==> src/rtl/iter_alu.sv <==
// iter_alu: registered RV32I/RV64I integer ALU with valid/ready handshakes on both sides.
// Define ALU_MULDIV_EN to build the iterative RV-M multiply/divide unit (XLEN cycles per op).
module iter_alu #(
    parameter int XLEN = 32,
    parameter int SHW  = $clog2(XLEN)
) (
    input  logic            clk,
    input  logic            rst_n,
    input  logic            flush,
    input  logic            in_valid,
    output logic            in_ready,
    input  logic [4:0]      funct,
    input  logic [XLEN-1:0] op1,
    input  logic [XLEN-1:0] op2,
    output logic            out_valid,
    input  logic            out_ready,
    output logic [XLEN-1:0] res,
    output logic            zero,
    output logic            busy
);

`ifdef ALU_MULDIV_EN
    typedef enum logic [1:0] {IDLE, BUSY, DONE} state_t;
`else
    typedef enum logic [1:0] {IDLE, DONE} state_t;
`endif

    state_t          state_q, state_d;
    logic [XLEN-1:0] res_d;
    logic            zero_d;
    logic [XLEN-1:0] alu_res;
    logic [SHW-1:0]  shamt;

    always_comb begin
        shamt   = op2[SHW-1:0];
        alu_res = '0;
        case (funct)
            5'd0:    alu_res = op1 + op2;
            5'd1:    alu_res = op1 - op2;
            5'd2:    alu_res = op1 << shamt;
            5'd3:    alu_res = {{(XLEN-1){1'b0}}, $signed(op1) < $signed(op2)};
            5'd4:    alu_res = {{(XLEN-1){1'b0}}, op1 < op2};
            5'd5:    alu_res = op1 ^ op2;
            5'd6:    alu_res = op1 >> shamt;
            5'd7:    alu_res = $unsigned($signed(op1) >>> shamt);
            5'd8:    alu_res = op1 | op2;
            5'd9:    alu_res = op1 & op2;
            default: alu_res = '0;
        endcase
    end

`ifdef ALU_MULDIV_EN
    localparam logic [SHW-1:0] LAST = SHW'(XLEN - 1);

    logic [2:0]        mf_q, mf_d;
    logic              neg_q, neg_d;
    logic [SHW-1:0]    cnt_q, cnt_d;
    logic [XLEN-1:0]   a_q, a_d;
    logic [2*XLEN-1:0] acc_q, acc_d, step, mprod;
    logic [XLEN:0]     msum, rshift;
    logic [XLEN-1:0]   mag1, mag2, dval, md_res;
    logic              s1, s2, rge;

    // Signed ops run on magnitudes; neg_q records whether the final result is negated.
    // acc holds the shifting product for multiply and {remainder, quotient} for divide.
    always_comb begin
        if (funct[2]) begin
            s1 = ~funct[0] & op1[XLEN-1];
            s2 = ~funct[0] & op2[XLEN-1];
        end else begin
            s1 = ((funct[1:0] == 2'd1) || (funct[1:0] == 2'd2)) & op1[XLEN-1];
            s2 = (funct[1:0] == 2'd1) & op2[XLEN-1];
        end
        mag1 = s1 ? -op1 : op1;
        mag2 = s2 ? -op2 : op2;

        msum   = {1'b0, acc_q[2*XLEN-1:XLEN]} + {1'b0, a_q & {XLEN{acc_q[0]}}};
        rshift = {acc_q[2*XLEN-1:XLEN], acc_q[XLEN-1]};
        rge    = rshift >= {1'b0, a_q};
        if (mf_q[2])
            step = {(rge ? rshift[XLEN-1:0] - a_q : rshift[XLEN-1:0]), acc_q[XLEN-2:0], rge};
        else
            step = {msum, acc_q[XLEN-1:1]};

        mprod = neg_q ? -step : step;
        dval  = mf_q[1] ? step[2*XLEN-1:XLEN] : step[XLEN-1:0];
        if (mf_q[2])
            md_res = neg_q ? -dval : dval;
        else if (mf_q[1:0] == 2'd0)
            md_res = mprod[XLEN-1:0];
        else
            md_res = mprod[2*XLEN-1:XLEN];
    end
`endif

    always_comb begin
        state_d = state_q;
        res_d   = res;
        zero_d  = zero;
`ifdef ALU_MULDIV_EN
        mf_d    = mf_q;
        neg_d   = neg_q;
        cnt_d   = cnt_q;
        a_d     = a_q;
        acc_d   = acc_q;
`endif
        if (flush) begin
            state_d = IDLE;
        end else begin
            case (state_q)
                IDLE: if (in_valid) begin
`ifdef ALU_MULDIV_EN
                    if (funct[4:3] == 2'b10) begin
                        state_d = BUSY;
                        mf_d    = funct[2:0];
                        cnt_d   = '0;
                        if (funct[2]) begin
                            // divide by zero keeps a positive all-ones quotient
                            a_d   = mag2;
                            acc_d = {{XLEN{1'b0}}, mag1};
                            neg_d = funct[1] ? s1 : ((s1 ^ s2) & (op2 != '0));
                        end else begin
                            a_d   = mag1;
                            acc_d = {{XLEN{1'b0}}, mag2};
                            neg_d = s1 ^ s2;
                        end
                    end else
`endif
                    begin
                        state_d = DONE;
                        res_d   = alu_res;
                        zero_d  = (alu_res == '0);
                    end
                end
`ifdef ALU_MULDIV_EN
                BUSY: begin
                    acc_d = step;
                    cnt_d = cnt_q + SHW'(1);
                    if (cnt_q == LAST) begin
                        state_d = DONE;
                        res_d   = md_res;
                        zero_d  = (md_res == '0);
                    end
                end
`endif
                DONE: if (out_ready) state_d = IDLE;
                default: state_d = IDLE;
            endcase
        end
    end

    always_ff @(posedge clk or negedge rst_n) begin
        if (!rst_n) begin
            state_q <= IDLE;
            res     <= '0;
            zero    <= 1'b1;
`ifdef ALU_MULDIV_EN
            mf_q    <= '0;
            neg_q   <= 1'b0;
            cnt_q   <= '0;
            a_q     <= '0;
            acc_q   <= '0;
`endif
        end else begin
            state_q <= state_d;
            res     <= res_d;
            zero    <= zero_d;
`ifdef ALU_MULDIV_EN
            mf_q    <= mf_d;
            neg_q   <= neg_d;
            cnt_q   <= cnt_d;
            a_q     <= a_d;
            acc_q   <= acc_d;
`endif
        end
    end

    assign in_ready  = (state_q == IDLE);
    assign out_valid = (state_q == DONE);
`ifdef ALU_MULDIV_EN
    assign busy = (state_q == BUSY);
`else
    assign busy = 1'b0;
`endif

endmodule

==> config.mk <==
export PLATFORM = sky130hd
export DESIGN_NAME = iter_alu
export DESIGN_NICKNAME = d
export VERILOG_FILES = /design/src/rtl/iter_alu.sv
export SDC_FILE = /design/constraint.sdc
export NUM_CORES = 1
export LEC_CHECK = 0
export ABC_CLOCK_PERIOD_IN_PS = 5400
export CORE_UTILIZATION = 45
export CTS_CLUSTER_DIAMETER = 120
export DETAILED_ROUTE_END_ITERATION = 8
export PLACE_DENSITY = 0.64
export SLEW_MARGIN = 40
export SYNTH_ARGS = -nofsm -noshare
export SYNTH_HDL_FRONTEND = slang
export SYNTH_SLANG_ARGS = --single-unit
==> constraint.sdc <==
create_clock -name clk -period 5.4 [get_ports clk]
set_clock_uncertainty 0.1 [all_clocks]
set_input_delay 1.35 -clock clk [delete_from_list [all_inputs] [get_ports clk]]
set_output_delay 1.35 -clock clk [all_outputs]
set_load 0.05 [all_outputs]
; ---- Word-level counts from Yosys, hierarchy flattened
; Index checks and enable logic that the tools add are counted.
[totals]
reg_bits = 35
in_bits = 74
out_inout_bits = 36
elab_cells = 36
[classes]
n_addsub = 2
n_lt_le_gt_ge = 2
eq_ne = 12
shift = 3
n_mux = 5
n_bitwise = 4
reduce_logical = 5
[ops]
columns = op, n
row1 = one-hot mux 32 bit (10 select lines), 1
row2 = < comparator 32 bit, 2
row3 = adder 32 bit, 1
row4 = bitwise AND 32 bit, 1
row5 = zero test 32 bit, 1
row6 = bitwise OR 32 bit, 1
row7 = << shifter 32 x 5 -> 32 bit, 1
row8 = >> shifter 32 x 5 -> 32 bit, 1
row9 = >>> shifter 32 x 5 -> 32 bit, 1
row10 = subtractor 32 bit, 1
row11 = XOR 32 bit, 1
row12 = == test 5 x 3 -> 1 bit (second input constant), 4
row13 = == test 5 x 2 -> 1 bit (second input constant), 2
row14 = == test 5 x 4 -> 1 bit (second input constant), 2
row15 = two-way mux 2 bit, 3
row16 = == test 5 x 1 -> 1 bit (second input constant), 1
row17 = zero test 5 bit, 1
row18 = one-hot mux 2 bit (2 select lines), 1
row19 = != test 3 x 2 -> 1 bit (second input constant), 1
row20 = != test 3 bit (second input constant), 1
row21 = AND reduction 3 bit, 1
row22 = == test 2 x 1 -> 1 bit (second input constant), 1
row23 = zero test 2 bit, 1
row24 = AND reduction 2 bit, 1
row25 = NOT 1 bit, 1

; ---- Depth between registers and ports, before layout
[depth]
depth_word = 3
ltp_mapped = 18
ltp_nobuf = 14

; ---- Least setup slack after synthesis
; Ideal clock, no wire load.
[synth_timing]
kind = in2reg
startpoint = in op2[3]
endpoint = reg res[29]
setup_ps = 125
arrival_time_ps = 5470
required_ps = 5175
path_slack_ps = -295
cell_stages = 18
n_path_buf = 5
path_cell_list = buf_2 -> inv_1 -> clkbuf_1 -> buf_1 -> clkbuf_1 -> ha_1 -> buf_2 -> o211ai_1 -> o21ai_1 -> a311oi_1 -> nor2_1 -> a21o_1 -> a221o_1 -> o21a_1 -> a211o_1 -> a21o_1 -> a22o_1 -> mux2_2
[synth_via]
elab_chain_cells = 2
word_cells_on_any_way = 6
classes_between = add/sub: 2 / shift: 3 / mux: 1
[synth_rtl]
columns = element, line
row1 = "start, declared", 14  ; input logic [XLEN-1:0] op2,
row2 = "subtractor 32 bit, or another cell as far along", 39  ; 5'd1: alu_res = op1 - op2;
row3 = one-hot mux 32 bit (10 select lines) *, 37  ; case (funct)
row4 = "end signal, assigned", 166  ; res <= res_d;
row5 = "end, declared", 17  ; output logic [XLEN-1:0] res,
; Every way passes the cells marked *; elsewhere a longest branch is shown, timed or not.
; A chain may end at the register's enable or synchronous reset.

; ---- Final worst setup path
[layout_timing]
startpoint = in funct[0]
endpoint = reg zero
[layout_via]
elab_chain_cells = 3
word_cells_on_any_way = 12
classes_between = eq/ne: 9 / mux: 1 / reduce/logical: 2
[layout_rtl]
columns = element, line
row1 = "start, declared", 12  ; input logic [4:0] funct,
row2 = "== test 5 x 4 -> 1 bit, or another cell as far along", 37
row3 = one-hot mux 32 bit (10 select lines) *, 37
row4 = zero test 32 bit *, 132  ; zero_d = (alu_res == '0);
row5 = "end signal, assigned", 167  ; zero <= zero_d;
row6 = "end, declared", 18  ; output logic zero,
; Marked as above.

==> summary.md <==
| Metric | Value |
|---|---|
| Detail Route Antenna Nets | 0 |
| Remaining Overflow, GRT | 0 |
| Final Core Density | 0.620 |
| HPWL after detailed placement | 46600 um |
| Worst-margin pin slew | 0.856 ns |
| Area leader, netlist | ha_1 |
| Vias in the first global route | 13700 |
| Worst path arrival time | 5.45 ns |
| Post-synth EDFFs | 0 |
| Synth top cells by count | nor2_1 (150), a21oi_1 (123), ha_1 (99), inv_1 (98), nand2_1 (92) |
| # setup viols final | 0 |
| Mapped Avg Cell Area | 7.41 um^2 |
| DR vias | 14600 |
| Max IR drop VDD | 0.000179 V |
| Core Region | 24300 um^2 |
| Vias/cell | 6.75 |
| Top cell type's share of synthesized area | 0.111 |
| Status | finished, final reports clean |
| Async SR Flop Fraction | 1.00 |
| Root buf cell | clkbuf_16 |
| First-pass GRT wire length | 85900 um |
| Die ar. | 25500 um^2 |
| Reg clk slew, reported paths | 0.06 ns |
| I/O pin count | 110 |
| Starting DRT DRC Count | 1945 |
| Slew Limit Fails | 0 |
| Worst R2R Setup Slack | 2.06 ns |
| Clock Sinks | 34 |
| Gpl congestion | 1.06 |
| Number of hold buffers added after cts | 0 |
| PwrDens | 158 nW/um^2 |
| Clock Latency Late Sink | 0.28 ns |
| Initial antenna violation count | 0 |
| Yosys warning total | 0 |
| Final hold violation count | 0 |
| Starting Density | 0.459 |
| Sequential cell area fraction in the yosys report | 0.0763 |
| Die height | 160 um |
| MaxCap Viol Count | 0 |
| Net count reported at finish | 2008 |
| Die X-Extent | 160 um |
| Critical path type | input pin to flop |
| Gate Count Post-Synth | 1508 |
| Setup_tns | 0 ns |
| Crit. End Element | flop |
| #FFs+latches synth | 34 |
| Synth top area cells | ha_1 (11%), mux4_2 (8.3%), dfrtp_1 (7.4%), mux2i_1 (5.6%), a21oi_1 (5.5%) |
| Fillers | 2257 |
| # rows | 57 |
| CTS buffer count | 5 |
| Netlist Area Pre-Place | 11200 um^2 |
| Antenna Cells | 0 |
| Total Wirelength | 57800 um |
| Library cells used by synthesis | 98 |
| Lkg Pwr | 0.00671 uW |
| H-tree depth | 2 |
| Most used DFF post-synth | dfrtp_1 |
| Total GRT Usage | 0.443 |
| Area of the multi-input gates | 9450 um^2 |
| Share of layout cells above drive strength 1 | 0.273 |
| Critical Path RT | 5.50 ns |
| Hold crit path type | flop to flop |
| CTS tree | done |
| Period Utilization, post-route | 0.991 |
| Largest net degree at the start of global routing | 56 |
| Worst setup SP type | input pin |
| Port bufs | 108 |
| Routed len/inst | 26.8 um |
| DRT Pass-1 Iters | 6 |
| Longest Clk Path Bufs | 2 |
| Max FO, Critical Path | 12 |
| Highest Clock Rate | 0.187 GHz |
| Rel. slew slack | 0.429 |
| Mapped Nets | 1683 |
| Post-layout min period | 5.35 ns |
| Area Overhead vs Synth | 35.0% |
| Most common cell in the netlist | nor2_1 |
| Register area | 852 um^2 |
| DR DRC count | 0 |
## state kept, by name, indices dropped and copies added (netlist names)
name / count
res: 32
state_q: 1
zero: 1
## report_power, final
part / switching, uW / leakage (uW) / internal (uW)
clock: 111 / 0.0000739 / 183
combinational: 1030 / 0.00623 / 724
sequential: 28.9 / 0.000405 / 307
total: 1170 / 0.00671 / 1210
## through the flow
stage	power [uW]	cell area, um^2	setup WS, ns	std cells	hold slack (ns)
global route	2490	15100	-0.0132	2158	0.416
finish	2390	15100	0.0502	2158	0.394
detailed placement	2020	14800	-0.620	2144	0.381
global placement	2010	14800	-0.329	2144	0.375
floorplan	1280	11200	0.0199	1508	0.493
CTS	2330	15000	0.0185	2153	0.396
## worst max-delay path, stage by stage
cell and delay, ns:
clkdlybuf4s50_1 0.54, buf_4 0.22, buf_12 0.15, o21bai_1 0.14
a21boi_0 0.23, o21ai_0 0.28, a311oi_1 0.44, nor2_1 0.19
nor4b_4 0.29, nand4_1 0.20, or4_4 0.60, nor4_4 0.34
nand4_1 0.15, o32ai_2 0.30
## area by class of cell
type | count | area share
clock buffer | 7 | 0.00946
inverter | 100 | 0.0249
multi-input combinational | 1229 | 0.626
timing repair buffer | 463 | 0.256
clock inverter | 1 | 0.000332
tap | 324 | 0.0269
sequential | 34 | 0.0565
## timing repair
| action | 4_1_cts | 5_1_grt |
|---|---|---|
| setup endpoints to repair | 3 | 2 |
| resized for setup | 8 | 23 |
| cloned | 0 | 1 |
| pin swaps | 2 | 10 |
| buffers inserted | 1 | 4 |
## cell families after synthesis
| kind of cell | after synthesis | synth area share |
|---|---|---|
| xor+xnor | 11 | 0.00862 |
| flops | 34 | 0.0763 |
| compound gates | 529 | 0.336 |
| fa+ha+maj | 101 | 0.114 |
| buf+inv | 245 | 0.0906 |
| other cells | 1 | 0.000336 |
| mux | 141 | 0.179 |
| simple gates | 446 | 0.194 |
## worst paths after layout
| path | endpoint | cells after the start | start |
|---|---|---|---|
| max reg2reg | zero | 9 | state_q[0] |
| min | res[18] | 1 | res[18] |
| max | zero | 14 | funct[0] |
| min in group asynchronous | res[11] | 2 | rst_n |
| max in group asynchronous | zero | 2 | rst_n |
| min reg2reg | res[18] | 1 | res[18] |
## cells in the final DEF, fill, tap and decap left out, drive strengths merged, types with 10 or more instances in the layout
cell and instances:
mux4 43, ha 99, buf 358, nand2 92
nor2 151, and2 11, a221oi 20, a211o 14
dfrtp 33, mux2 36, clkdlybuf4s50 103, o221ai 20
nand4 18, a21o 15, o31ai 17, a22oi 15
o211a 10, o21ai 68, or2 12, nor3 34
o22ai 23, nand2b 13, o21a 11, a221o 11
xnor2 11, a21oi 124, a31oi 12, a211oi 21
mux2i 62, nor2b 16, o211ai 40, inv 98
nand3 40, nor4 22
## metal layers
metal	part of all wire	vias to the layer above	wire, um	GRT usage
met2	0.43	1026	25100	0.687
met1	0.40	6988	23200	0.596
met5	0	-	0	0
li1	-	6379	-	-
met4	0.056	0	3210	0.202
met3	0.11	174	6280	0.0797
No activity file was read; power rests on OpenSTA's default activity.
